`src/rtl/uart_tx_arbiter.sv`:
```
// uart_tx_arbiter: round-robin arbiter with packet locking that shares one UART byte transmitter among NREQ requesters.
// Ports:
//   clk, rst_n      system clock (rising edge), asynchronous active-low reset
//   req_valid[i]    requester i offers the byte on req_data[i*DATA_W +: DATA_W]
//   req_last[i]     that byte ends its packet and releases the lock
//   req_ready[i]    one-hot accept strobe, high only for the granted requester while loading
//   tx_start        one-cycle start pulse to the transmitter
//   tx_data         byte to transmit, stable from tx_start until tx_busy falls
//   tx_busy         transmitter is shifting
//   grant_id        currently granted requester
//   active          a packet is in progress
//   err             sticky flag: tx_busy did not rise within TIMEOUT cycles of tx_start
module uart_tx_arbiter #(
    parameter int NREQ    = 4,
    parameter int DATA_W  = 8,
    parameter int TIMEOUT = 16
) (
    input  logic                      clk,
    input  logic                      rst_n,
    input  logic [NREQ-1:0]           req_valid,
    input  logic [NREQ*DATA_W-1:0]    req_data,
    input  logic [NREQ-1:0]           req_last,
    output logic [NREQ-1:0]           req_ready,
    output logic                      tx_start,
    output logic [DATA_W-1:0]         tx_data,
    input  logic                      tx_busy,
    output logic [$clog2(NREQ)-1:0]   grant_id,
    output logic                      active,
    output logic                      err
);
    localparam int GW = $clog2(NREQ);
    localparam int CW = (TIMEOUT > 2) ? $clog2(TIMEOUT) : 1;
    localparam logic [2:0] IDLE      = 3'd0;
    localparam logic [2:0] LOAD      = 3'd1;
    localparam logic [2:0] START     = 3'd2;
    localparam logic [2:0] WAIT_BUSY = 3'd3;
    localparam logic [2:0] WAIT_DONE = 3'd4;

    logic [2:0]    state;
    logic [GW-1:0] last_grant;
    logic [GW-1:0] pick;
    logic [CW-1:0] cnt;
    logic          last_q;
    logic          timeout_hit;
    logic          byte_done;

    // Scan downward so the nearest valid index after last_grant is assigned last and wins.
    always_comb begin
        pick = last_grant;
        for (int k = NREQ; k > 0; k--)
            if (req_valid[(int'(last_grant) + k) % NREQ]) pick = GW'((int'(last_grant) + k) % NREQ);
    end

    // The counter advances to TIMEOUT-1 on the cycle that flags the timeout, so err
    // becomes visible TIMEOUT cycles after tx_start.
    assign timeout_hit = (state == WAIT_BUSY) && !tx_busy && (cnt == CW'(TIMEOUT - 2));
    assign byte_done   = ((state == WAIT_DONE) && !tx_busy) || timeout_hit;
    assign req_ready   = (state == LOAD) ? NREQ'(1) << grant_id : '0;
    assign active      = state != IDLE;

    always_ff @(posedge clk or negedge rst_n) begin
        if (!rst_n) begin
            state      <= IDLE;
            last_grant <= GW'(NREQ - 1);
            grant_id   <= '0;
            tx_data    <= '0;
            tx_start   <= 1'b0;
            err        <= 1'b0;
            cnt        <= '0;
            last_q     <= 1'b0;
        end else begin
            tx_start <= 1'b0;
            case (state)
                IDLE: if (|req_valid) begin
                    grant_id <= pick;
                    state    <= LOAD;
                end
                LOAD: if (req_valid[grant_id]) begin
                    tx_data  <= req_data[int'(grant_id)*DATA_W +: DATA_W];
                    last_q   <= req_last[grant_id];
                    tx_start <= 1'b1;
                    state    <= START;
                end
                START: begin
                    cnt   <= '0;
                    state <= WAIT_BUSY;
                end
                WAIT_BUSY: begin
                    if (tx_busy) state <= WAIT_DONE;
                    else cnt <= (&cnt) ? cnt : cnt + 1'b1;
                    if (timeout_hit) err <= 1'b1;
                end
                WAIT_DONE: ;
                default: state <= IDLE;
            endcase
            if (byte_done) begin
                state <= last_q ? IDLE : LOAD;
                if (last_q) last_grant <= grant_id;
            end
        end
    end
endmodule

```
`config.mk`:
```
export PLATFORM = sky130hd
export DESIGN_NAME = uart_tx_arbiter
export DESIGN_NICKNAME = d
export VERILOG_FILES = /design/src/rtl/uart_tx_arbiter.sv
export SDC_FILE = /design/constraint.sdc
export NUM_CORES = 1
export LEC_CHECK = 0
export BUFFER_PORTS_ARGS = -buffer_cell sky130_fd_sc_hd__buf_4
export CORE_AREA = 2 2 63 65
export DETAILED_ROUTE_END_ITERATION = 10
export DIE_AREA = 0 0 65 67
export PLACE_DENSITY = 0.7
export SYNTH_ARGS = -nofsm -noshare
export SYNTH_HDL_FRONTEND = slang
export SYNTH_SLANG_ARGS = --single-unit
```
`constraint.sdc`:
```
create_clock -name clk -period 1.8 [get_ports clk]
set_clock_uncertainty 0.1 [all_clocks]
set_input_delay 0 -clock clk [delete_from_list [all_inputs] [get_ports clk]]
set_output_delay 0 -clock clk [all_outputs]
set_load 0.03 [all_outputs]
```
==> results of run 1 <==
[synth_stat cells, types with 3 or more instances]
library cell / instances / area [um2]
mux4_2: 8 / 180.2
a22o_1: 3 / 26.28
nand2_1: 10 / 37.54
mux2_4: 9 / 135.1
inv_1: 4 / 15.01
a21oi_1: 8 / 40.04
buf_6: 4 / 45.04
dfrtp_1: 20 / 500.5
nor2_1: 6 / 22.52
[sequential cells by signal, summed over array words and instances (netlist names)]
register    count
cnt             4
err             1
grant_id        2
last_grant      2
last_q          1
state           3
tx_data         8
tx_start        1
[power by group through the flow]
stage,registers (mW),logic [mW],clock network [mW]
global placement,0.948,1.92,0
finish,0.973,1.98,0.353
floorplan,1.15,1.27,0
global route,1.01,2.12,0.388
CTS,0.961,1.98,0.366
detailed placement,0.971,1.96,0
[how the worst max path moves through the flow]
stage | start | end | cells past startpoint
CTS | state[0] | req_ready[0] | 3
floorplan | grant_id[1] | last_q | 4
global placement | cnt[1] | cnt[3] | 5
detailed placement | cnt[1] | cnt[3] | 5
finish | cnt[1] | cnt[3] | 5
global route | cnt[1] | cnt[3] | 5
[worst reg2reg max path, delay by kind of cell (launching register included)]
family,cells,cell delay (ns)
flip-flops,1,0.44
adder cells (fa/ha/maj),1,0.20
AO/OA/AOI/OAI,2,0.35
AND/OR/NAND/NOR,2,0.55
[routing by layer]
metal / track usage, % / share of wire [%] / vias to the layer above / routed length, um
met5: 0 / 0 / - / 0
met4: 6.915 / 1.0 / 0 / 34
met3: 2.534 / 7.7 / 2 / 260
met2: 27.32 / 51 / 46 / 1731
met1: 19.85 / 40 / 560 / 1349
li1: - / - / 567 / -
[placed cells by master (no fill, tap or decap), types with 2 or more instances in the layout]
cell type / n
dfstp_2: 2
clkbuf_8: 4
a21oi_1: 8
mux4_2: 8
nand3b_1: 2
nor3_1: 2
nand2_1: 10
mux2_1: 2
a22o_1: 3
nor2b_1: 2
o21ai_0: 2
and3_1: 2
dfrtp_1: 19
inv_1: 4
nor3b_1: 2
buf_4: 63
nor2_1: 6
mux2_4: 9
dlygate4sd3_1: 2
mux4_1: 2
[cell type report]
cell class / instances / share of cell area [%]
repair buffers: 65 / 24.63
clock buffers: 4 / 2.750
well taps: 48 / 3.000
flip-flops and latches: 22 / 27.69
multi-input cells: 84 / 41.19
inverters: 4 / 0.7500
[logic make-up (layout without fill, tap and decap cells)]
| group | after synthesis | after routing | share of synthesized area [%] |
|---|---|---|---|
| compound gates | 23 | 23 | 10.82 |
| fa+ha+maj | 2 | 2 | 1.745 |
| buf+inv | 10 | 73 | 4.712 |
| flops | 22 | 22 | 38.57 |
| mux | 22 | 22 | 27.92 |
| simple gates | 37 | 37 | 16.23 |
[repair_timing]
item	4_1_cts	5_1_grt
endpoints found under the setup margin	0	4
hold endpoints to repair	24	0
resized for setup	0	2
buffers inserted	0	1
hold buffers	2	0
[metrics by stage]
stage | hold slack (ns) | power [mW]
6_report | 0.02895 | 3.304
5_1_grt | 0.05846 | 3.524
3_5_place_dp | -0.1918 | 2.929
4_1_cts | 0.02382 | 3.303
3_3_place_gp | -0.1983 | 2.871
2_1_floorplan | -0.3956 | 2.420
==> flow_metrics.env, run 1 <==
export IMPL_outcome="completed"
export IMPL_syn_inst=116
export IMPL_grt_ovfl_total=0
export IMPL_coreArea_um2=3606
export IMPL_p_comb_share_pct=59.9
export IMPL_switching_share_pct=41.34
export IMPL_root_buffer="clkbuf_8"
export IMPL_power_density_nw_per_um2=1651
export IMPL_die_area_um2=4355
export IMPL_placed_area_um2=1908
export IMPL_cts_reportedPaths_clkPinSlew_ns=0.08
export IMPL_grt_pass1_vias=1111
export IMPL_cts_max_path_buffers=2
export IMPL_tightest_slew_ns=0.4804
export IMPL_slowest_delay_ns=0.47
export IMPL_cts_htree_levels=1
export IMPL_final_seq_area_um2=554.3
export IMPL_multi_input_area_um2=824.5
export IMPL_dpl_worst_slack_ns=0.07773
export IMPL_nets=225
export IMPL_fin_crit_ns=1.703
export IMPL_route_detailed_drc=0
export IMPL_hold_end="grant_id[0]"
export IMPL_syn_num_nets=161
export IMPL_rsz0062_at_grt="false"
export IMPL_synth_seq_cells=22
export IMPL_routed_wl_um=3376
export IMPL_grt_total_usage_pct=15.95
export IMPL_die_w_um=65
export IMPL_r2r_setup_slack_ns=0.1
export IMPL_dp_hpwl_um=2585
export IMPL_synth_area_per_cell_um2=12.36
export IMPL_vias_per_cell=5.176
export IMPL_netlist_area_um2=1434
export IMPL_power_frac_seq_pct=29.4
export IMPL_clock_fmax_ghz=0.5873
export IMPL_finish_utilization_pct=55.52
export IMPL_rows=22
export IMPL_yosys_warnings=0
export IMPL_crit_chain="ha_2, a31o_4, or4_1, nand2_1, a22o_1"
export IMPL_cp_data_required_time_ns=1.90
export IMPL_r2r_start="cnt[1]"
export IMPL_fin_setup_tns_ns=0
export IMPL_crit_type="reg2reg"
export IMPL_num_vias=1175
export IMPL_crit_buf_inv=0
export IMPL_grt_max_degree=23
export IMPL_critPathLaunchType="flop"
export IMPL_ant_nets=0
export IMPL_hold_start="req_valid[0]"
export IMPL_fill_cells=298
export IMPL_setup_viol=0
export IMPL_first_pass_iters=4
export IMPL_cp_end_kind="flop"
export IMPL_fin_area_um2=2002
export IMPL_drt_iter0_markers=14
export IMPL_synthArstFlopShare_pct=100.0
export IMPL_cts_tree="yes"
export IMPL_cts_made_buffers=3
export IMPL_drv_slew=0
export IMPL_crit_fanout=6
export IMPL_power_internal_mw=1.938
export IMPL_holdPathStages=4
export IMPL_layout_cells_non_filler=227
export IMPL_initial_core_util_pct=39.76
export IMPL_synth_main_ff_cell="dfrtp_1"
export IMPL_path_delay_family="simple AND/OR/NAND/NOR gates"
export IMPL_area_growth_pct=39.62
export IMPL_dp_cells=220
export IMPL_p_sw_mw=1.366
export IMPL_synth_edf_count=0
export IMPL_rr_worst_depth=5
export IMPL_worst_slew_margin_rel_pct=67.68
export IMPL_peakVddDrop_uv=438.8
export IMPL_cts_sinks=22
export IMPL_antenna_found_initial=0
export IMPL_arrival_ns=1.80
export IMPL_maxCapViolations=0
export IMPL_period_share_pct=94.59
export IMPL_io_pins=60
export IMPL_hold_violations=0
export IMPL_ys_types=42
export IMPL_routabilityCongestion=0.7787
export IMPL_synth_seq_area_share_pct=38.57
export IMPL_leakagePower_nw=0.9342
export IMPL_wl_per_cell_um=14.87
export IMPL_antenna_cells=0
export IMPL_drive_gt1_share_pct=53.07
export IMPL_layout_setup_ws_ns=0.09739
export IMPL_p_clk_share_pct=10.7
export IMPL_dieHeight_um=67
export IMPL_r2r_end="cnt[3]"
export IMPL_clkLatencyLatePin_ns=0.26
export IMPL_grt_pass1_wl_um=5326
export IMPL_port_buffers=59
export IMPL_hold_class="in2reg"
export IMPL_critPathSlowestCell="or4_1"
Note: power is estimated with default switching activity, not from simulation.
==> inputs of run 2 (changes only) <==
- CORE_AREA: 2 2 63 65 -> 2 2 61 63
- CTS_BUF_LIST: unset -> sky130_fd_sc_hd__clkbuf_16
- DIE_AREA: 0 0 65 67 -> 0 0 63 65
- PLACE_DENSITY: 0.7 -> 0.74
==> run 2 against run 1 <==
  * Utilization rose by 2.3 points
  * Total power rose by 3.7%
  * Count of clock-buffer cells in the layout is 1 lower
  * Sequential power decreased by 2%
  * Via count grew 1.1%
  * Final area is 1.0% higher
  * Largest cell class unchanged
  * Hold slack better by 0.0072 ns
  * Clock power increased by 31%
  * Maximum frequency shrank 1.8%
  * Die area shrank 6.0%
==> flow_metrics.env, run 2 (synthesis results as in run 1) <==
export IMPL_outcome="completed"
export IMPL_grt_pass1_wl_um=5782
export IMPL_critPathLaunchType="flop"
export IMPL_drive_gt1_share_pct=51.67
export IMPL_cts_made_buffers=3
export IMPL_drv_slew=0
export IMPL_period_share_pct=96.33
export IMPL_routed_wl_um=3415
export IMPL_worst_slew_margin_rel_pct=71.77
export IMPL_cts_sinks=22
export IMPL_num_vias=1188
export IMPL_cp_end_kind="flop"
export IMPL_hold_end="grant_id[0]"
export IMPL_hold_class="in2reg"
export IMPL_port_buffers=59
export IMPL_first_pass_iters=4
export IMPL_dieHeight_um=65
export IMPL_rr_worst_depth=6
export IMPL_reg_top3="tx_data: 8 flops, cnt: 4 flops, state: 3 flops"
export IMPL_maxCapViolations=0
export IMPL_arrival_ns=1.81
export IMPL_r2r_start="cnt[1]"
export IMPL_final_cell_mix="buf_4 (64), dfrtp_1 (19), nand2_1 (10)"
export IMPL_r2r_setup_slack_ns=0.07
export IMPL_clock_fmax_ghz=0.5767
export IMPL_crit_fanout=4
export IMPL_route_detailed_drc=0
export IMPL_finish_utilization_pct=57.84
export IMPL_initial_core_util_pct=41.02
export IMPL_crit_type="reg2reg"
export IMPL_antenna_found_initial=0
export IMPL_tightest_slew_ns=0.4196
export IMPL_placed_area_um2=1908
export IMPL_wl_per_cell_um=14.98
export IMPL_clkLatencyLatePin_ns=0.25
export IMPL_regMostFlops="tx_data"
export IMPL_root_buffer="clkbuf_16"
export IMPL_peakVddDrop_uv=520.1
export IMPL_fin_crit_ns=1.734
export IMPL_cts_tree="yes"
export IMPL_area_growth_pct=41.01
export IMPL_r2r_end="last_grant[0]"
export IMPL_dpl_worst_slack_ns=0.08097
export IMPL_hold_start="req_valid[0]"
export IMPL_nets=226
export IMPL_fin_total_pwr_mw=3.427
export IMPL_leakagePower_nw=0.9477
export IMPL_fill_cells=297
export IMPL_hold_violations=0
export IMPL_power_density_nw_per_um2=1695
export IMPL_vias_per_cell=5.211
export IMPL_ant_nets=0
export IMPL_cts_reportedPaths_clkPinSlew_ns=0.06
export IMPL_post_cts_resized=0
export IMPL_grt_pass1_vias=1188
export IMPL_setup_viol=0
export IMPL_fin_area_um2=2022
export IMPL_cts_max_path_buffers=2
export IMPL_drt_iter0_markers=80
export IMPL_die_area_um2=4095
export IMPL_layout_setup_ws_ns=0.06609
export IMPL_coreArea_um2=3496
export IMPL_die_w_um=63
export IMPL_grt_max_degree=23
export IMPL_layout_commonest_cell="buf_4"
export IMPL_holdPathStages=4
export IMPL_antenna_cells=0
export IMPL_io_pins=60
export IMPL_largest_register_ff_count=8
export IMPL_grt_total_usage_pct=18.03
export IMPL_cp_data_required_time_ns=1.88
export IMPL_cts_htree_levels=1
export IMPL_rows=22
export IMPL_routabilityCongestion=0.7725
export IMPL_dp_hpwl_um=2664
export IMPL_grt_ovfl_total=0
[run 2: cell count changes in the layout (fill, tap and decap cells not counted), sizes merged]
cell,before,now
buf,63,64
clkbuf,4,3
clkinv,0,1
[run 2: where the power goes]
part	internal (mW)	switching [mW]
Sequential	0.737	0.217
Clock	0.296	0.167
Combinational	1.02	0.992
[run 2: timing repair]
| action | CTS | global route |
|---|---|---|
| endpoints found under the setup margin | 0 | 4 |
| setup buffers | 0 | 2 |
| hold buffers | 2 | 0 |
| endpoints found under the hold margin | 24 | 0 |
[run 2: worst max path at each step]
stage	startpoint	end	cells past startpoint
global route	cnt[1]	last_grant[1]	6
detailed placement	cnt[1]	cnt[3]	5
floorplan	grant_id[1]	last_q	4
global placement	cnt[1]	cnt[3]	5
finish	cnt[1]	last_grant[0]	6
CTS	state[0]	req_ready[0]	3
[run 2: cell type report]
| type | instances | area [um2] | area share (%) |
|---|---|---|---|
| Tap cell | 48 | 60.06 | 2.970 |
| Clock buffer | 3 | 75.07 | 3.713 |
| Sequential cell | 22 | 554.3 | 27.41 |
| Timing Repair Buffer | 66 | 500.5 | 24.75 |
| Clock inverter | 1 | 3.754 | 0.1856 |
| Multi-Input combinational cell | 84 | 813.3 | 40.22 |
| Inverter | 4 | 15.01 | 0.7426 |
[run 2: worst max-delay path, stage by stage, from the launching register on]
cell and delay (ns):
dfrtp_1 0.39, buf_4 0.15, ha_1 0.16, and3_1 0.18
a22o_1 0.23, nand3b_2 0.11, mux2_1 0.33
[run 2: stage by stage]
step,hold WS (ns),std cells,TNS [ns]
CTS,0.03876,226,0
finish,0.03620,228,0
detailed placement,-0.1872,220,0
global placement,-0.1973,220,0
global route,0.08194,228,-0.0003280
floorplan,-0.3956,116,-0.06867
[run 2: layer usage]
layer	vias to the layer above	track usage, %	routed length, um
li1	567	-	-
met1	577	22.43	1404
met2	42	31.65	1786
met3	2	2.778	190
met4	0	6.667	33
met5	-	0	0
